## src/rtl/sync_ram_arbiter.sv

```systemverilog
// Two-port valid/ready arbiter sharing one 1-cycle SyncRam; per-port skid on responses.
// Define SYNC_RAM_ARB_FIXED_PRIO_EN for fixed port-0 priority instead of round-robin.
module sync_ram_arbiter #(
    parameter int ADDR_WIDTH = 12,
    parameter int DATA_WIDTH = 32
) (
    input  logic                    clock,
    input  logic                    reset_n,
    input  logic                    p0_req_valid,
    output logic                    p0_req_ready,
    input  logic [ADDR_WIDTH-1:0]   p0_req_addr,
    input  logic [DATA_WIDTH/8-1:0] p0_req_wstrb,
    input  logic [DATA_WIDTH-1:0]   p0_req_wdata,
    output logic                    p0_resp_valid,
    input  logic                    p0_resp_ready,
    output logic [DATA_WIDTH-1:0]   p0_resp_rdata,
    input  logic                    p1_req_valid,
    output logic                    p1_req_ready,
    input  logic [ADDR_WIDTH-1:0]   p1_req_addr,
    input  logic [DATA_WIDTH/8-1:0] p1_req_wstrb,
    input  logic [DATA_WIDTH-1:0]   p1_req_wdata,
    output logic                    p1_resp_valid,
    input  logic                    p1_resp_ready,
    output logic [DATA_WIDTH-1:0]   p1_resp_rdata,
    output logic [ADDR_WIDTH-1:0]   ram_raddr,
    output logic [ADDR_WIDTH-1:0]   ram_waddr,
    output logic [DATA_WIDTH/8-1:0] ram_wstrb,
    output logic [DATA_WIDTH-1:0]   ram_wdata,
    input  logic [DATA_WIDTH-1:0]   ram_rdata
);
    logic [1:0] req_valid;
    logic [1:0] resp_ready;
    logic [1:0] resp_valid;
    logic [1:0] eligible;
    logic [1:0] cand;
    logic [1:0] grant;

    logic [1:0] inflight_q, inflight_d;
    logic [1:0] held_q, held_d;
    logic [DATA_WIDTH-1:0] hold_data_q [2];
    logic [DATA_WIDTH-1:0] hold_data_d [2];

    assign req_valid  = {p1_req_valid, p0_req_valid};
    assign resp_ready = {p1_resp_ready, p0_resp_ready};
    assign resp_valid = inflight_q | held_q;

    // A port may only issue when its single response slot is free or draining now.
    assign eligible = ~resp_valid | resp_ready;
    assign cand     = req_valid & eligible & {2{reset_n}};

`ifdef SYNC_RAM_ARB_FIXED_PRIO_EN
    always_comb begin
        grant = cand;
        if (cand == 2'b11) begin
            grant = 2'b01;
        end
    end
`else
    logic last_grant_q, last_grant_d;

    always_comb begin
        grant = cand;
        if (cand == 2'b11) begin
            grant = last_grant_q ? 2'b01 : 2'b10;
        end
    end

    always_comb begin
        last_grant_d = last_grant_q;
        if (grant[1]) begin
            last_grant_d = 1'b1;
        end else if (grant[0]) begin
            last_grant_d = 1'b0;
        end
    end

    always_ff @(posedge clock or negedge reset_n) begin
        if (!reset_n) begin
            last_grant_q <= 1'b1;
        end else begin
            last_grant_q <= last_grant_d;
        end
    end
`endif

    assign p0_req_ready = grant[0];
    assign p1_req_ready = grant[1];

    assign ram_raddr = grant[1] ? p1_req_addr : p0_req_addr;
    assign ram_waddr = ram_raddr;
    assign ram_wdata = grant[1] ? p1_req_wdata : p0_req_wdata;
    assign ram_wstrb = grant[1] ? p1_req_wstrb :
                       grant[0] ? p0_req_wstrb : '0;

    always_comb begin
        inflight_d  = grant;
        held_d      = held_q;
        hold_data_d = hold_data_q;
        for (int n = 0; n < 2; n++) begin
            if (inflight_q[n] && !resp_ready[n] && !held_q[n]) begin
                held_d[n]      = 1'b1;
                hold_data_d[n] = ram_rdata;
            end else if (held_q[n] && resp_ready[n]) begin
                held_d[n] = 1'b0;
            end
        end
    end

    always_ff @(posedge clock or negedge reset_n) begin
        if (!reset_n) begin
            inflight_q     <= '0;
            held_q         <= '0;
            hold_data_q[0] <= '0;
            hold_data_q[1] <= '0;
        end else begin
            inflight_q     <= inflight_d;
            held_q         <= held_d;
            hold_data_q[0] <= hold_data_d[0];
            hold_data_q[1] <= hold_data_d[1];
        end
    end

    assign p0_resp_valid = resp_valid[0];
    assign p1_resp_valid = resp_valid[1];
    assign p0_resp_rdata = held_q[0] ? hold_data_q[0] : ram_rdata;
    assign p1_resp_rdata = held_q[1] ? hold_data_q[1] : ram_rdata;

endmodule

```

## config.mk

```make
export PLATFORM = sky130hd
export DESIGN_NAME = sync_ram_arbiter
export DESIGN_NICKNAME = d
export VERILOG_FILES = /design/src/rtl/sync_ram_arbiter.sv
export SDC_FILE = /design/constraint.sdc
export NUM_CORES = 1
export LEC_CHECK = 0
export CAP_MARGIN = 20
export CORE_MARGIN = 2
export CORE_UTILIZATION = 38
export CTS_BUF_LIST = sky130_fd_sc_hd__clkbuf_4 sky130_fd_sc_hd__clkbuf_8
export DETAILED_ROUTE_END_ITERATION = 16
export PLACE_DENSITY = 0.95
export SETUP_SLACK_MARGIN = 0.4
export SYNTH_ARGS = -nofsm -noshare
export SYNTH_HDL_FRONTEND = slang
export SYNTH_SLANG_ARGS = --single-unit
```

## constraint.sdc

```tcl
create_clock -name clock -period 2.2 [get_ports clock]
set_input_delay 0.22 -clock clock [delete_from_list [all_inputs] [get_ports clock]]
set_output_delay 0.22 -clock clock [all_outputs]
set_load 0.01 [all_outputs]
```

Yosys cells after proc, flatten, opt, wreduce, memory -nomap -nowiden --
Index checks and enable logic that the tools add are counted.
Storage, ports and cells: flip-flop bits (word level) 69, bits of input ports 134, output and inout bits 128, logic and storage cells 39
Cells by class: eq/ne operators 1, multiplexer cells 14, bitwise logic cells 5, reductions and logical operators 13
Operators with widths (count):
- two-way mux 32 bit | 3
- two-way mux 12 bit | 1
- two-way mux 4 bit | 2
- logical AND 1 bit | 6
- two-way mux 1 bit | 6
- nonzero test 2 bit | 3
- AND 2 bit | 2
- logical NOT 1 bit | 4
- two-way mux 2 bit | 2
- OR 2 bit | 2
- equality test 2 bit, second input constant | 1
- NOT 2 bit | 1

Depth between registers and ports, before layout --
Gate-level depths: netlist of run 1.
depth in word-level cells 9, depth in mapped cells 6, mapped depth without buffers 4

Worst setup path after synthesis of run 1 --
OpenSTA, ideal clock, no wires.
path type register -> output, from register held_q[0], to output ram_waddr[10], arrival 1.785 ns, slack 0.195 ns, cell stages (with the launch flop) 7, cells stage by stage dfrtp_1 > buf_6 > o21ba_4 > o2111ai_4 > buf_6 > mux2_1 > buf_4
On the way: word-level cells in the longest chain between the ends 8
Ends and longest elaborated chain:
- from (decl) | line 39 | logic [1:0] held_q, held_d;
- from (signal assigned) | line 117 | held_q <= held_d;
- OR 2 bit | line 45 | assign resp_valid = inflight_q | held_q;
- NOT 2 bit | line 48 | assign eligible = ~resp_valid | resp_ready;
- OR 2 bit | line 48
- AND 2 bit (2 in a row) | line 49 | assign cand = req_valid & eligible & {2{reset_n}};
- equality test 2 bit | line 63 | if (cand == 2'b11) begin
- two-way mux 2 bit | line 63
- two-way mux 12 bit | line 89 | assign ram_raddr = grant[1] ? p1_req_addr : p0_req_addr;
- to (decl) | line 26 | output logic [ADDR_WIDTH-1:0] ram_waddr,
Every way passes these cells.

Worst setup path after layout of run 1 --
from register held_q[0], to output ram_wdata[27]
On the way: word-level cells in the longest chain between the ends 8
Ends and longest elaborated chain:
- OR 2 bit | line 45
- NOT 2 bit | line 48
- OR 2 bit | line 48
- AND 2 bit (2 in a row) | line 49
- equality test 2 bit | line 63
- two-way mux 2 bit | line 63
- two-way mux 32 bit | line 91 | assign ram_wdata = grant[1] ? p1_req_wdata : p0_req_wdata;
- to (decl) | line 28 | output logic [DATA_WIDTH-1:0] ram_wdata,
Every way passes these cells.

==> results of run 1 <==
## final timing paths
kind                                   end  slack, ns  cells after the start
setup / recovery             ram_wdata[27]      -0.12                      7
hold / removal              hold_data_q[6]       0.25                      2
setup reg to reg           hold_data_q[22]       0.38                      7
hold reg to reg            hold_data_q[60]       0.50                      1
max in group asynchronous        held_q[1]       1.37                      2
min in group clock            last_grant_q       0.45                      4
## synthesized netlist by cell type
cell and instances:
buf_6 5, a21oi_1 2, a22o_1 4, dfstp_2 1, a311oi_1 1, mux2_1 12
o2111ai_4 1, mux2_2 160, nand2_1 2, and2_1 1, inv_1 2, nor2_1 1
buf_1 3, or2_2 2, buf_2 7, buf_4 12, clkbuf_1 3, dfrtp_1 68
nor3b_2 2, inv_2 1, o21bai_4 1, o21ba_4 1
## cells by family after synthesis
logic type,share of synthesized area [%]
muxes,47.8
AOI/OAI and AO/OA,2.84
and+or+nand+nor,1.36
buffers and inverters,5.31
DFF,42.7
## worst max-delay path, stage by stage (launching register included)
cell       delay, ns
dfrtp_1         0.41
o21ba_4         0.24
o2111ai_4       0.24
buf_6           0.19
buf_16          0.14
buf_6           0.11
mux2_4          0.31
buf_6           0.12
## what timing repair did
item                       CTS  global route
hold endpoints to repair     2             0
buffers inserted            26             6
setup endpoints to repair  129           160
hold buffers                 1             0
resized for setup          494           106
cloned                       7             2
pin swaps                    8             2
## where the power goes
group	switching (uW)	internal, uW
sequential	206	1660
clock	467	711
combinational	770	1460
## per-layer routing
| metal | vias up | track usage [%] | routed length [microns] |
|---|---|---|---|
| li1 | 1660 | - | - |
| met1 | 1829 | 28.5 | 5670 |
| met2 | 185 | 49.2 | 8840 |
| met3 | 46 | 8.75 | 1220 |
| met4 | 2 | 10.7 | 671 |
| met5 | - | 0 | 13 |
## state kept, by name (all words and copies together), names as in the netlist
name and cells:
held_q 2, hold_data_q 64, inflight_q 2, last_grant_q 1
## through the flow
step                      utilization (%)  TNS [ns]  setup slack [ns]  total power [uW]
after floorplan                         -         0             0.294              2750
after global placement               65.9    -12.24            -0.389              3610
after detailed placement             65.9    -15.49            -0.419              3690
after CTS                            74.8     -5.47            -0.163              5150
after global routing                 78.0     -7.04            -0.196              5520
final                                78.0     -2.61            -0.124              5270
## area by class of cell
| type | count | area, sq um | area share, % |
|---|---|---|---|
| flip-flops and latches | 69 | 1730 | 21.5 |
| inverters | 3 | 18.8 | 0.233 |
| clock inverters | 3 | 68.8 | 0.854 |
| well taps | 136 | 170 | 2.11 |
| multi-input cells | 190 | 2420 | 30.0 |
| clock buffers | 13 | 160 | 1.99 |
| repair buffers | 318 | 3490 | 43.4 |
==> flow_summary.ini, run 1 <==
[placement]
postPlaceCellArea_sq_um = 6810
port_buffers = 261
place_congestion = 0.853
placed_cells = 674
dp_hpwl_mm = 10.9

[synth]
synth_top_area_share_pct = 44.5
syn_area_per_cell_sq_um = 13.9
yosys_warnings = 0
syn_inst = 292
synth_seq_cells = 69
seq_area_frac_synth_pct = 42.7
yosys-top-cells-area = mux2_2 (44%), dfrtp_1 (42%), mux2_1 (3.3%), buf_4 (2.2%), buf_6 (1.4%)
netlist-cell-type-count = 22
syn_nets = 426
syn_area_sq_um = 4050
synth_top_area_cell = mux2_2

[detailed_routing]
via_per_inst = 5.08
ant_nets = 0
finalWirelength_mm = 16.4
vias = 3722
wl_per_cell_microns = 22.4
drc = 0
firstDrtPassIters = 5
first_iter_violations = 131

[status]
status = finished, violations left
failed_checks = setup timing

[final_layout]
nets = 725
layout_commonest_cell = clkdlybuf4s50_1
num_antenna_cells = 0
syn_to_final_growth_pct = 98.9
layout_common_cells = clkdlybuf4s50_1 (164), buf_6 (114), mux2_2 (99)
n_fill_cell = 617
drive_gt1_share_pct = 59.1
final_cell_count_no_fill = 732
final_area_sq_um = 8060

[clock_network]
clk_pin_slew_ns = 0.08
cts_tree = done
clk_latency_ns = 0.34
htree_levels = 3
cts_sinks = 69
clk_path_buf_depth = 2
root_buffer = clkbuf_8
cts_buffers = 9

[global_routing]
antenna_found_initial = 3
grt_max_degree = 68
grt_pass1_wl_mm = 23.1
grt_overflow_total = 0
grt_pass1_vias = 4093
grt_usage_pct = 27.0

[floorplan]
die_y_microns = 107
dieArea_sq_um = 11500
die_width_microns = 107
start_util_pct = 39.2
ios = 262
fp-row-count = 37
core_area_sq_um = 10300

[timing]
fin_crit_sh_pct = 106
rsz0062_at_grt = true
slew_headroom_pct = 43.7
fin_ws_ns = -0.124
max_freq_ghz = 0.430
finalMaxSlewViolations = 0
post-route-min-period_ns = 2.32
setup_violations = 46
worstMarginPinSlew_ns = 0.844
hold_viol_final = 0
skew_ns = 0.00771
hold_slack_ns = 0.248

[worst_hold_path]
hold_class = in2async

[power]
power.density_nw_per_um2 = 654
p_leak_uw = 0.00364
vdd_drop_max_v = 0.000329

[setup_path]
cp-end-kind = primary output
cp.required_ns = 1.98
startpoint = held_q[0]
cp_data_arrival_time_ns = 2.10
worst-path-max-fanout = 8
r2r-start = held_q[1]
crit_path_start_kind = flip-flop
worst-setup-path-type = reg2out

[run]
maxCapViolCount = 0
No activity file was read; power rests on OpenSTA's default activity.
==> inputs of run 2 (changes only) <==
--- a/config.mk
+++ b/config.mk
@@ -7,10 +7,12 @@
 export LEC_CHECK = 0
 export CAP_MARGIN = 20
 export CORE_MARGIN = 2
-export CORE_UTILIZATION = 38
+export CORE_UTILIZATION = 40
 export CTS_BUF_LIST = sky130_fd_sc_hd__clkbuf_4 sky130_fd_sc_hd__clkbuf_8
 export DETAILED_ROUTE_END_ITERATION = 16
-export PLACE_DENSITY = 0.95
+export DONT_BUFFER_PORTS = 1
+export GPL_ROUTABILITY_DRIVEN = 0
+export PLACE_DENSITY = 0.65
 export SETUP_SLACK_MARGIN = 0.4
 export SYNTH_ARGS = -nofsm -noshare
 export SYNTH_HDL_FRONTEND = slang
==> flow_summary.ini, run 2 (same netlist as run 1, synthesis figures left out) <==
[status]
status = finished, violations left
failed_checks = hold timing

[placement]
postPlaceCellArea_sq_um = 4160
port_buffers = 0
placed_cells = 405
place_ws_ns = 0.355
dp_hpwl_mm = 9.78

[global_routing]
grt_pass1_wl_mm = 18.0
grt_pass1_vias = 2639
antenna_found_initial = 9
grt_overflow_total = 0
grt_max_degree = 73
grt_usage_pct = 22.9

[clock_network]
cts_buffers = 9
cts_tree = done
root_buffer = clkbuf_8
clk_latency_ns = 0.34
clk_path_buf_depth = 2
clk_pin_slew_ns = 0.08
htree_levels = 3
cts_sinks = 69

[timing]
slew_headroom_pct = 78.0
setup_violations = 0
post-route-min-period_ns = 2.10
rsz0062_at_grt = true
setup_tns_ns = 0
fin_ws_ns = 0.101
max_freq_ghz = 0.476
skew_ns = 0.0125
hold_slack_ns = -0.436
hold_viol_final = 69
finalMaxSlewViolations = 0
worstMarginPinSlew_ns = 0.330
fin_crit_sh_pct = 95.4

[final_layout]
nets = 434
largest_reg_flops = 64
layout_common_cells = mux2_2 (128), dfrtp_1 (68), mux2_4 (44)
syn_to_final_growth_pct = 18.6
largest_register = hold_data_q
top_regs = hold_data_q x64, held_q x2, inflight_q x2
layout_commonest_cell = mux2_2
final_cell_count_no_fill = 444
final_area_sq_um = 4800
drive_gt1_share_pct = 73.1

[detailed_routing]
first_iter_violations = 164
via_per_inst = 5.74
drc = 0
firstDrtPassIters = 4
wl_per_cell_microns = 29.7
finalWirelength_mm = 13.2
ant_nets = 0
vias = 2550

[run]
maxCapViolCount = 0

[floorplan]
ios = 262
core_area_sq_um = 9820
die_width_microns = 105
die_y_microns = 105
fp-row-count = 36
dieArea_sq_um = 10900
start_util_pct = 41.2

[power]
p_leak_uw = 0.00209
vdd_drop_max_v = 0.000332
power.density_nw_per_um2 = 835
power_uw = 4010

[setup_path]
cp_data_arrival_time_ns = 1.88
cp-end-kind = primary output
crit_path_start_kind = flip-flop
cp.required_ns = 1.98
worst-path-max-fanout = 5
worst-setup-path-type = reg2out

[worst_hold_path]
hold_class = in2async
run 2: layout make-up:
type                       instances  area [sq um]
fill                             874          5010
clock buffer                      12           159
clock inverter                     4          31.3
sequential                        69          1730
inverter                           3          18.8
antenna                            6          15.0
timing repair buffer              27           375
tap                              133           166
multi-input combinational        190          2310
run 2: path summary, 6_finish.rpt:
check	end	slack [ns]	cells after the start	start
setup / recovery	ram_raddr[3]	0.10	5	inflight_q[0]
hold / removal	hold_data_q[12]	-0.44	0	reset_n
setup reg to reg	hold_data_q[40]	0.47	5	held_q[0]
hold reg to reg	hold_data_q[62]	0.50	1	hold_data_q[62]
max in group asynchronous	last_grant_q	2.42	0	reset_n
min in group clock	hold_data_q[46]	0.02	1	ram_rdata[14]
run 2: stage by stage:
step	util (%)	hold WS (ns)
2_1_floorplan	-	-0.0756
3_3_place_gp	42.4	-0.0736
3_5_place_dp	42.4	-0.0740
4_1_cts	46.9	-0.451
5_1_grt	48.9	-0.468
6_report	48.9	-0.436
run 2: report_power, final:
part,total [uW],switching (uW),internal [uW]
clock,965,477,487
combinational,1210,525,681
sequential,1840,180,1660
run 2: timing repair:
action | 4_1_cts | 5_1_grt
pin swaps | 3 | 4
gates cloned | 3 | 3
gates resized for setup | 36 | 17
buffers inserted | 6 | 0
endpoints found under the setup margin | 62 | 106
endpoints found under the hold margin | 69 | 74
run 2: worst max-delay path, stage by stage (launching register included):
cell and delay, ns:
dfrtp_1 0.38, o21ba_4 0.24, o2111ai_4 0.23, buf_6 0.19
clkbuf_16 0.16, mux2_4 0.34
run 2: per-layer routing:
metal	wire, microns	global-route usage [%]	vias to the layer above
li1	-	-	1088
met5	31	0	-
met3	1590	13.3	26
met2	6370	36.6	149
met4	545	10.7	6
met1	4650	24.2	1281
